===== src/rtl/softstart_ramp_seq.sv =====
// Soft-start sequencer: deglitched enable, divided 0..ceil reference-DAC code ramp, fault abort, done flag.
// Define SOFTSTART_RAMPDOWN_EN to compile in the RAMPDN state (controlled ramp back to 0 on disable).
module softstart_ramp_seq #(
    parameter int CODE_W = 8,
    parameter int DIV_W  = 10,
    parameter int DGL_N  = 3
) (
    input  logic              CELCLK,
    input  logic              CELRST,
    input  logic              CELV,
    input  logic              CELG,
    input  logic              SUB,
    input  logic              en,
    input  logic              fault,
    input  logic [DIV_W-1:0]  div,
    input  logic [CODE_W-1:0] code_max,
    output logic [CODE_W-1:0] code,
    output logic              ramping,
    output logic              done,
    output logic              faulted
);

    localparam int DGL_CW = 4;

    typedef enum logic [2:0] {
        S_IDLE   = 3'd0,
        S_RAMP   = 3'd1,
        S_DONE   = 3'd2,
`ifdef SOFTSTART_RAMPDOWN_EN
        S_RAMPDN = 3'd4,
`endif
        S_FAULT  = 3'd3
    } state_t;

    // Supply pins exist only for the schematic generator flow.
    logic unused_supply;
    assign unused_supply = CELV ^ CELG ^ SUB;

    state_t              state_reg, state_next;
    logic [CODE_W-1:0]   ceil_reg, ceil_next;
    logic [DIV_W-1:0]    div_cnt_reg, div_cnt_next;
    logic [CODE_W-1:0]   code_next;
    logic                ramping_next, done_next, faulted_next;
    logic [DGL_CW-1:0]   dgl_cnt_reg;
    logic                en_q;
    logic                div_hit;

    // en_q follows en only after en has differed from it for DGL_N consecutive clocks.
    always_ff @(posedge CELCLK or posedge CELRST) begin
        if (CELRST) begin
            dgl_cnt_reg <= '0;
            en_q        <= 1'b0;
        end else if (en == en_q) begin
            dgl_cnt_reg <= '0;
        end else if (dgl_cnt_reg == DGL_CW'(DGL_N - 1)) begin
            dgl_cnt_reg <= '0;
            en_q        <= en;
        end else begin
            dgl_cnt_reg <= dgl_cnt_reg + 1'b1;
        end
    end

    assign div_hit = (div_cnt_reg == div);

    always_ff @(posedge CELCLK or posedge CELRST) begin
        if (CELRST) begin
            state_reg   <= S_IDLE;
            ceil_reg    <= '0;
            div_cnt_reg <= '0;
            code        <= '0;
            ramping     <= 1'b0;
            done        <= 1'b0;
            faulted     <= 1'b0;
        end else begin
            state_reg   <= state_next;
            ceil_reg    <= ceil_next;
            div_cnt_reg <= div_cnt_next;
            code        <= code_next;
            ramping     <= ramping_next;
            done        <= done_next;
            faulted     <= faulted_next;
        end
    end

    always_comb begin
        state_next   = state_reg;
        ceil_next    = ceil_reg;
        div_cnt_next = '0;
        code_next    = code;
        case (state_reg)
            S_IDLE: begin
                code_next = '0;
                if (en_q && !fault) begin
                    ceil_next  = code_max;
                    state_next = (code_max == '0) ? S_DONE : S_RAMP;
                end
            end
            S_RAMP: begin
                if (fault) begin
                    state_next = S_FAULT;
                    code_next  = '0;
                end else if (!en_q) begin
`ifdef SOFTSTART_RAMPDOWN_EN
                    state_next = S_RAMPDN;
`else
                    state_next = S_IDLE;
                    code_next  = '0;
`endif
                end else if (div_hit) begin
                    // Free-running counter wraps if div shrank below it, so a step always comes.
                    if (code < ceil_reg)
                        code_next = code + 1'b1;
                    if (code_next >= ceil_reg)
                        state_next = S_DONE;
                end else begin
                    div_cnt_next = div_cnt_reg + 1'b1;
                end
            end
            S_DONE: begin
                code_next = ceil_reg;
                if (fault) begin
                    state_next = S_FAULT;
                    code_next  = '0;
                end else if (!en_q) begin
`ifdef SOFTSTART_RAMPDOWN_EN
                    state_next = S_RAMPDN;
`else
                    state_next = S_IDLE;
                    code_next  = '0;
`endif
                end
            end
`ifdef SOFTSTART_RAMPDOWN_EN
            S_RAMPDN: begin
                if (fault) begin
                    state_next = S_FAULT;
                    code_next  = '0;
                end else if (en_q) begin
                    ceil_next = code_max;
                    if (code >= code_max) begin
                        state_next = S_DONE;
                        code_next  = code_max;
                    end else begin
                        state_next = S_RAMP;
                    end
                end else if (code == '0) begin
                    state_next = S_IDLE;
                end else if (div_hit) begin
                    code_next = code - 1'b1;
                    if (code_next == '0)
                        state_next = S_IDLE;
                end else begin
                    div_cnt_next = div_cnt_reg + 1'b1;
                end
            end
`endif
            S_FAULT: begin
                code_next = '0;
                if (!en_q && !fault)
                    state_next = S_IDLE;
            end
            default: begin
                state_next = S_IDLE;
                code_next  = '0;
            end
        endcase
    end

    // Flags are decoded from the next state so they register alongside code.
    always_comb begin
`ifdef SOFTSTART_RAMPDOWN_EN
        ramping_next = (state_next == S_RAMP) || (state_next == S_RAMPDN);
`else
        ramping_next = (state_next == S_RAMP);
`endif
        done_next    = (state_next == S_DONE);
        faulted_next = (state_next == S_FAULT);
    end

endmodule

===== config.mk =====
export PLATFORM = sky130hd
export DESIGN_NAME = softstart_ramp_seq
export DESIGN_NICKNAME = d
export VERILOG_FILES = /design/src/rtl/softstart_ramp_seq.sv
export SDC_FILE = /design/constraint.sdc
export NUM_CORES = 1
export LEC_CHECK = 0
export ABC_AREA = 1
export CAP_MARGIN = 20
export CORE_MARGIN = 10
export CORE_UTILIZATION = 59
export CTS_CLUSTER_SIZE = 40
export DETAILED_ROUTE_END_ITERATION = 6
export PLACE_DENSITY_LB_ADDON = 0.12
export REMOVE_ABC_BUFFERS = 1
export SLEW_MARGIN = 20
export SYNTH_ARGS = -nofsm -noshare
export SYNTH_HDL_FRONTEND = slang
export SYNTH_SLANG_ARGS = --single-unit

===== constraint.sdc =====
create_clock -name CELCLK -period 4.5 [get_ports CELCLK]
set_input_delay 0.45 -clock CELCLK [delete_from_list [all_inputs] [get_ports CELCLK]]
set_output_delay 0.45 -clock CELCLK [all_outputs]
set_load 0.03 [all_outputs]

Word level (Yosys, flattened, before mapping) --
Cells that the tools add are included.
Cells by class: equal/unequal tests 10, bitwise gates (word level) 1, magnitude comparators 2, reductions and logical operators 8, mux-type cells 27, $add $sub $neg 3
Operator list (number):
- $mux 8 | 10
- $mux 10 | 4
- $mux 3 | 8
- $pmux 8 s2 | 1
- $eq 3x2->1 const B | 4
- $pmux 3 s4 | 1
- $add 10x1->10 const B | 1
- $eq 10x10->1 | 1
- $add 8x1->8 const B | 1
- $ge 8x8->1 | 1
- $logic_not 8->1 | 1
- $lt 8x8->1 | 1
- $mux 4 | 2
- $eq 3x1->1 const B | 2
- $add 4x1->4 const B | 1
- $eq 4x2->1 const B | 1
- $ne 4x4->1 const B | 1
- $reduce_and 2->1 | 2
- $logic_not 3->1 | 1
- $logic_and 1x1->1 | 2
- $logic_not 1->1 | 2
- $mux 2 | 1
- $eq 1x1->1 | 1
- $not 1->1 | 1
Word-level totals: bits in registers 37, logic and storage cells 60, output and inout port bits 11, input port bits 25

Logic depth before layout (Yosys ltp) --
depth after elaboration 13, gate-level depth with buffers 22, mapped depth without buffers 22

Least setup slack after synthesis --
No wires, ideal clock.
kind register -> register, start reg code[7], end reg done, arrival 2.538 ns, data required time 4.377 ns, setup time 0.123 ns, period minus slack after synthesis 2.660 ns, path buffers 1, stages on the path, launching flop included 19, setup slack 1.840 ns, cells stage by stage dfrtp_1 -> ha_1 -> nand2_1 -> o21a_1 -> buf_2 -> nand2_1 -> nand2_1 -> and2_1 -> ha_1 -> nand2_1 -> nand3_1 -> nand2_1 -> nand2_1 -> nand2_1 -> nand2_1 -> nand2_1 -> nand2_1 -> a21oi_1 -> nor2_1
Between the ends: longest elaborated chain between the ends 13, elaborated cells on any way between the ends 14, classes of those cells 1 x add/sub; 2 x order compare; 1 x eq/ne; 10 x mux
RTL lines:
- from (decl) | RTL line 17 | output logic [CODE_W-1:0] code,
- from (signal assigned) | RTL line 78 | code <= code_next;
- $add 8x1->8 or $lt 8x8->1 (tied branches) | RTL line 112, 111
- $mux 8 * | RTL line 111 | if (code < ceil_reg)
- $mux 8 * | RTL line 109 | end else if (div_hit) begin
- $mux 8 * | RTL line 102 | end else if (!en_q) begin
- $mux 8 * | RTL line 99 | if (fault) begin
- $mux 8 * | RTL line 90 | case (state_reg)
- $ge 8x8->1 * | RTL line 113 | if (code_next >= ceil_reg)
- $mux 3 * | RTL line 113
- $mux 3 * | RTL line 109
- $mux 3 * | RTL line 102
- $mux 3 * | RTL line 99
- $pmux 3 s4 * | RTL line 90
- $eq 3x2->1 * | RTL line 176 | done_next = (state_next == S_DONE);
- net done_next | RTL line 43 | logic ramping_next, done_next, faulted_next;
- to (signal assigned) | RTL line 80 | done <= done_next;
- to (decl) | RTL line 19 | output logic done,
Mark *: on every way through the listed nets, which the timed path passes. The rest lies on a longest branch. The select of a mux whose other input is x is not followed. A chain may end at the register's enable or synchronous reset.

Worst setup path in the final report --
start reg code[7], end reg done
Between the ends: longest elaborated chain between the ends 13, elaborated cells on any way between the ends 14, classes of those cells 1 x add/sub; 2 x order compare; 1 x eq/ne; 10 x mux
RTL lines:
- $add 8x1->8 or $lt 8x8->1 (tied branches) | RTL line 112, 111
- $mux 8 * | RTL line 111
- $mux 8 * | RTL line 109
- $mux 8 * | RTL line 102
- $mux 8 * | RTL line 99
- $mux 8 * | RTL line 90
- $ge 8x8->1 * | RTL line 113
- $mux 3 * | RTL line 113
- $mux 3 * | RTL line 109
- $mux 3 * | RTL line 102
- $mux 3 * | RTL line 99
- $pmux 3 s4 * | RTL line 90
- net state_next[0] | RTL line 39 | state_t state_reg, state_next;
- $eq 3x2->1 * | RTL line 176
- net done_next | RTL line 43
Marks and branches as above.

==> reports/qor.txt <==
die width: 85.3 um
vias in the first global route: 2254
pin count of the biggest net entering global routing: 38
post-synthesis sequential area ratio: 36.8%
CTS-repair resized insts: 0
Setup violations, final: 0
most frequent cells in the layout: nand2_1, inv_1, nor2_1, dfrtp_1, clkdlybuf4s50_1
site row count: 23
Syn Area/Cell: 7.17 sq um
crit path time final: 3090 ps
status: finished clean
main flop type after synthesis: dfrtp_1
#FFs+latches synth: 37
skew final: 6.03 ps
number of routed nets with antenna violations: 0
asr flop ratio synth: 100%
mapped cell area: 2520 sq um
vias after detailed routing: 2232
Worst Hold Class: flop to flop
diodes inserted: 0
cell area after layout: 3000 sq um
pre-CTS setup slack: 1470 ps
I/O pin count: 36
most common cell after layout, fill and taps aside: nand2_1
crit path from: code[7]$_DFFE_PP0P_
DPL Wire Length: 4280 um
WS Path Type: flop to flop
Post-CTS Setup Inserts: 0
Synth area leader: dfrtp_1
Peak VDD IR: 311 uV
die area: 7280 sq um
core area: 4060 sq um
Post-Route WL: 5580 um
synth unique cells: 27
Slew Limit Fails: 0
drt first pass iters: 4
nature of the critical path endpoint: flop
Worst Min Path Start: dgl_cnt_reg[0]$_DFF_PP0_
grt ovf: 0
Finished Layout Cells: 438
setup ws final: 1410 ps
root buffer cell: clkbuf_8
first-pass GRT wire length: 10000 um
clk buf depth: 2
Tot GR Track Use: 16.5%
RSZ-0062 raised after global routing: false
DRC: 0
element type at the critical path start: flop
Clk Latency, worst-skew pair: 290 ps
CTS tree: yes
Leak: 1.59 nW
worst-path fanout max: 9
DR iter-0 viols: 162
area grow syn2layout: 19.2%
Routed wire per std cell: 12.7 um
Tcrit/Tclk final: 68.8%
Buffers on Ports: 32
Hold Violations, Final: 0
initial antenna violation count: 0
reg2reg path depth: 19
Worst EP required: 4680 ps
area share of the largest cell type after synthesis: 36.8%
FF-to-FF Start: code[7]$_DFFE_PP0P_
hold-fix buffers at CTS: 0
htree depth: 2
Max transition margin: 59.6%
PwrDens: 452 nW/um^2
vias per inst: 5.10
Tightest Pin Transition: 604 ps
fmax: 323 MHz
DIE HEIGHT: 85.3 um
YS warnings: 0
Initial Utilization: 62.0%
WP data arrival: 3270 ps
GPL Wtd Cong: 0.879
DP Area: 2880 sq um
Largest register FFs: 10
# nets final: 431
share of layout cells above drive strength 1: 6.44%
FF-to-FF End: done$_DFF_PP0_
Post-Place Cells: 430
Max-cap violations: 0
setup TNS: 0 ps
flop2flop setup slack: 1410 ps
Post-synth EDFFs: 0
clock net sink count: 37
top cells by area, synth: dfrtp_1, nand2_1, ha_1
clock-pin slew on the worst setup and hold paths: 70 ps
hold path depth: 1
total CTS buffers: 5
Cells after Synth: 351
Final Util: 73.9%
WHS Endpoint: dgl_cnt_reg[0]$_DFF_PP0_
==> through the flow <==
step	total power [mW]	hold slack, ps
6_report	1.36	504
5_1_grt	1.49	522
4_1_cts	1.36	508
3_5_place_dp	1.06	499
3_3_place_gp	1.03	479
2_1_floorplan	0.892	452
==> cells in the mapped netlist (2+ instances only) <==
| cell | count |
|---|---|
| nor2_2 | 3 |
| nand4_1 | 3 |
| xor2_1 | 12 |
| nand2_1 | 81 |
| a21oi_1 | 28 |
| inv_2 | 7 |
| o21ai_0 | 11 |
| buf_4 | 2 |
| inv_1 | 57 |
| nor3_1 | 3 |
| nand3_1 | 22 |
| dfrtp_1 | 37 |
| o21a_1 | 2 |
| nor2_1 | 47 |
| ha_1 | 19 |
| nor3_2 | 5 |
| xnor2_1 | 2 |
==> how the worst max path moves through the flow <==
stage                        endpoint
finish                 done$_DFF_PP0_
global placement    faulted$_DFF_PP0_
detailed placement  faulted$_DFF_PP0_
floorplan              done$_DFF_PP0_
CTS                 faulted$_DFF_PP0_
global route        faulted$_DFF_PP0_
==> worst max-delay path, cell delays in order, from the launching register on <==
cell,delay [ps]
dfrtp_1,430
ha_1,330
a21oi_1,160
o21a_1,360
nand2_1,320
nand2_1,150
and2_1,140
ha_1,230
nand2_1,80
nand3_1,100
nand2_1,70
nand2_1,70
nand2_1,70
nand2_1,50
nand2_1,90
nand2_1,50
nand2_1,50
nand2_1,90
nand2_1,90
nor2_1,40
==> power breakdown <==
part,switching [mW],internal (mW),leakage (nW)
Clock,0.117,0.181,0.0585
Sequential,0.0651,0.398,0.494
Combinational,0.366,0.229,1.04
==> metal layers <==
layer	routed length, um	global-route usage, %	vias up
li1	-	-	1169
met1	2450	19.5	999
met2	2670	27.2	52
met3	348	4.97	12
met4	107	6.59	0
met5	0	0	-
==> cells by family (layout without fill, tap and decap cells) <==
| group | count (synthesis) | count (layout) | share of synthesized area [%] |
|---|---|---|---|
| compound gates | 43 | 43 | 8.85 |
| simple gates | 169 | 169 | 29.4 |
| flops | 37 | 37 | 36.8 |
| fa+ha+maj | 19 | 19 | 9.45 |
| other cells | 1 | 1 | 0.149 |
| buf+inv | 68 | 105 | 10.5 |
| xor+xnor | 14 | 14 | 4.87 |
==> cell type report <==
type / instances / area, sq um
Multi-Input combinational cell: 246 / 1330
Fill cell: 333 / 1060
Sequential cell: 37 / 926
Timing Repair Buffer: 33 / 328
Inverter: 64 / 240
Clock buffer: 7 / 86.3
Tap cell: 50 / 62.6
Clock inverter: 1 / 30.0
Note: power is estimated with default switching activity, not from simulation.
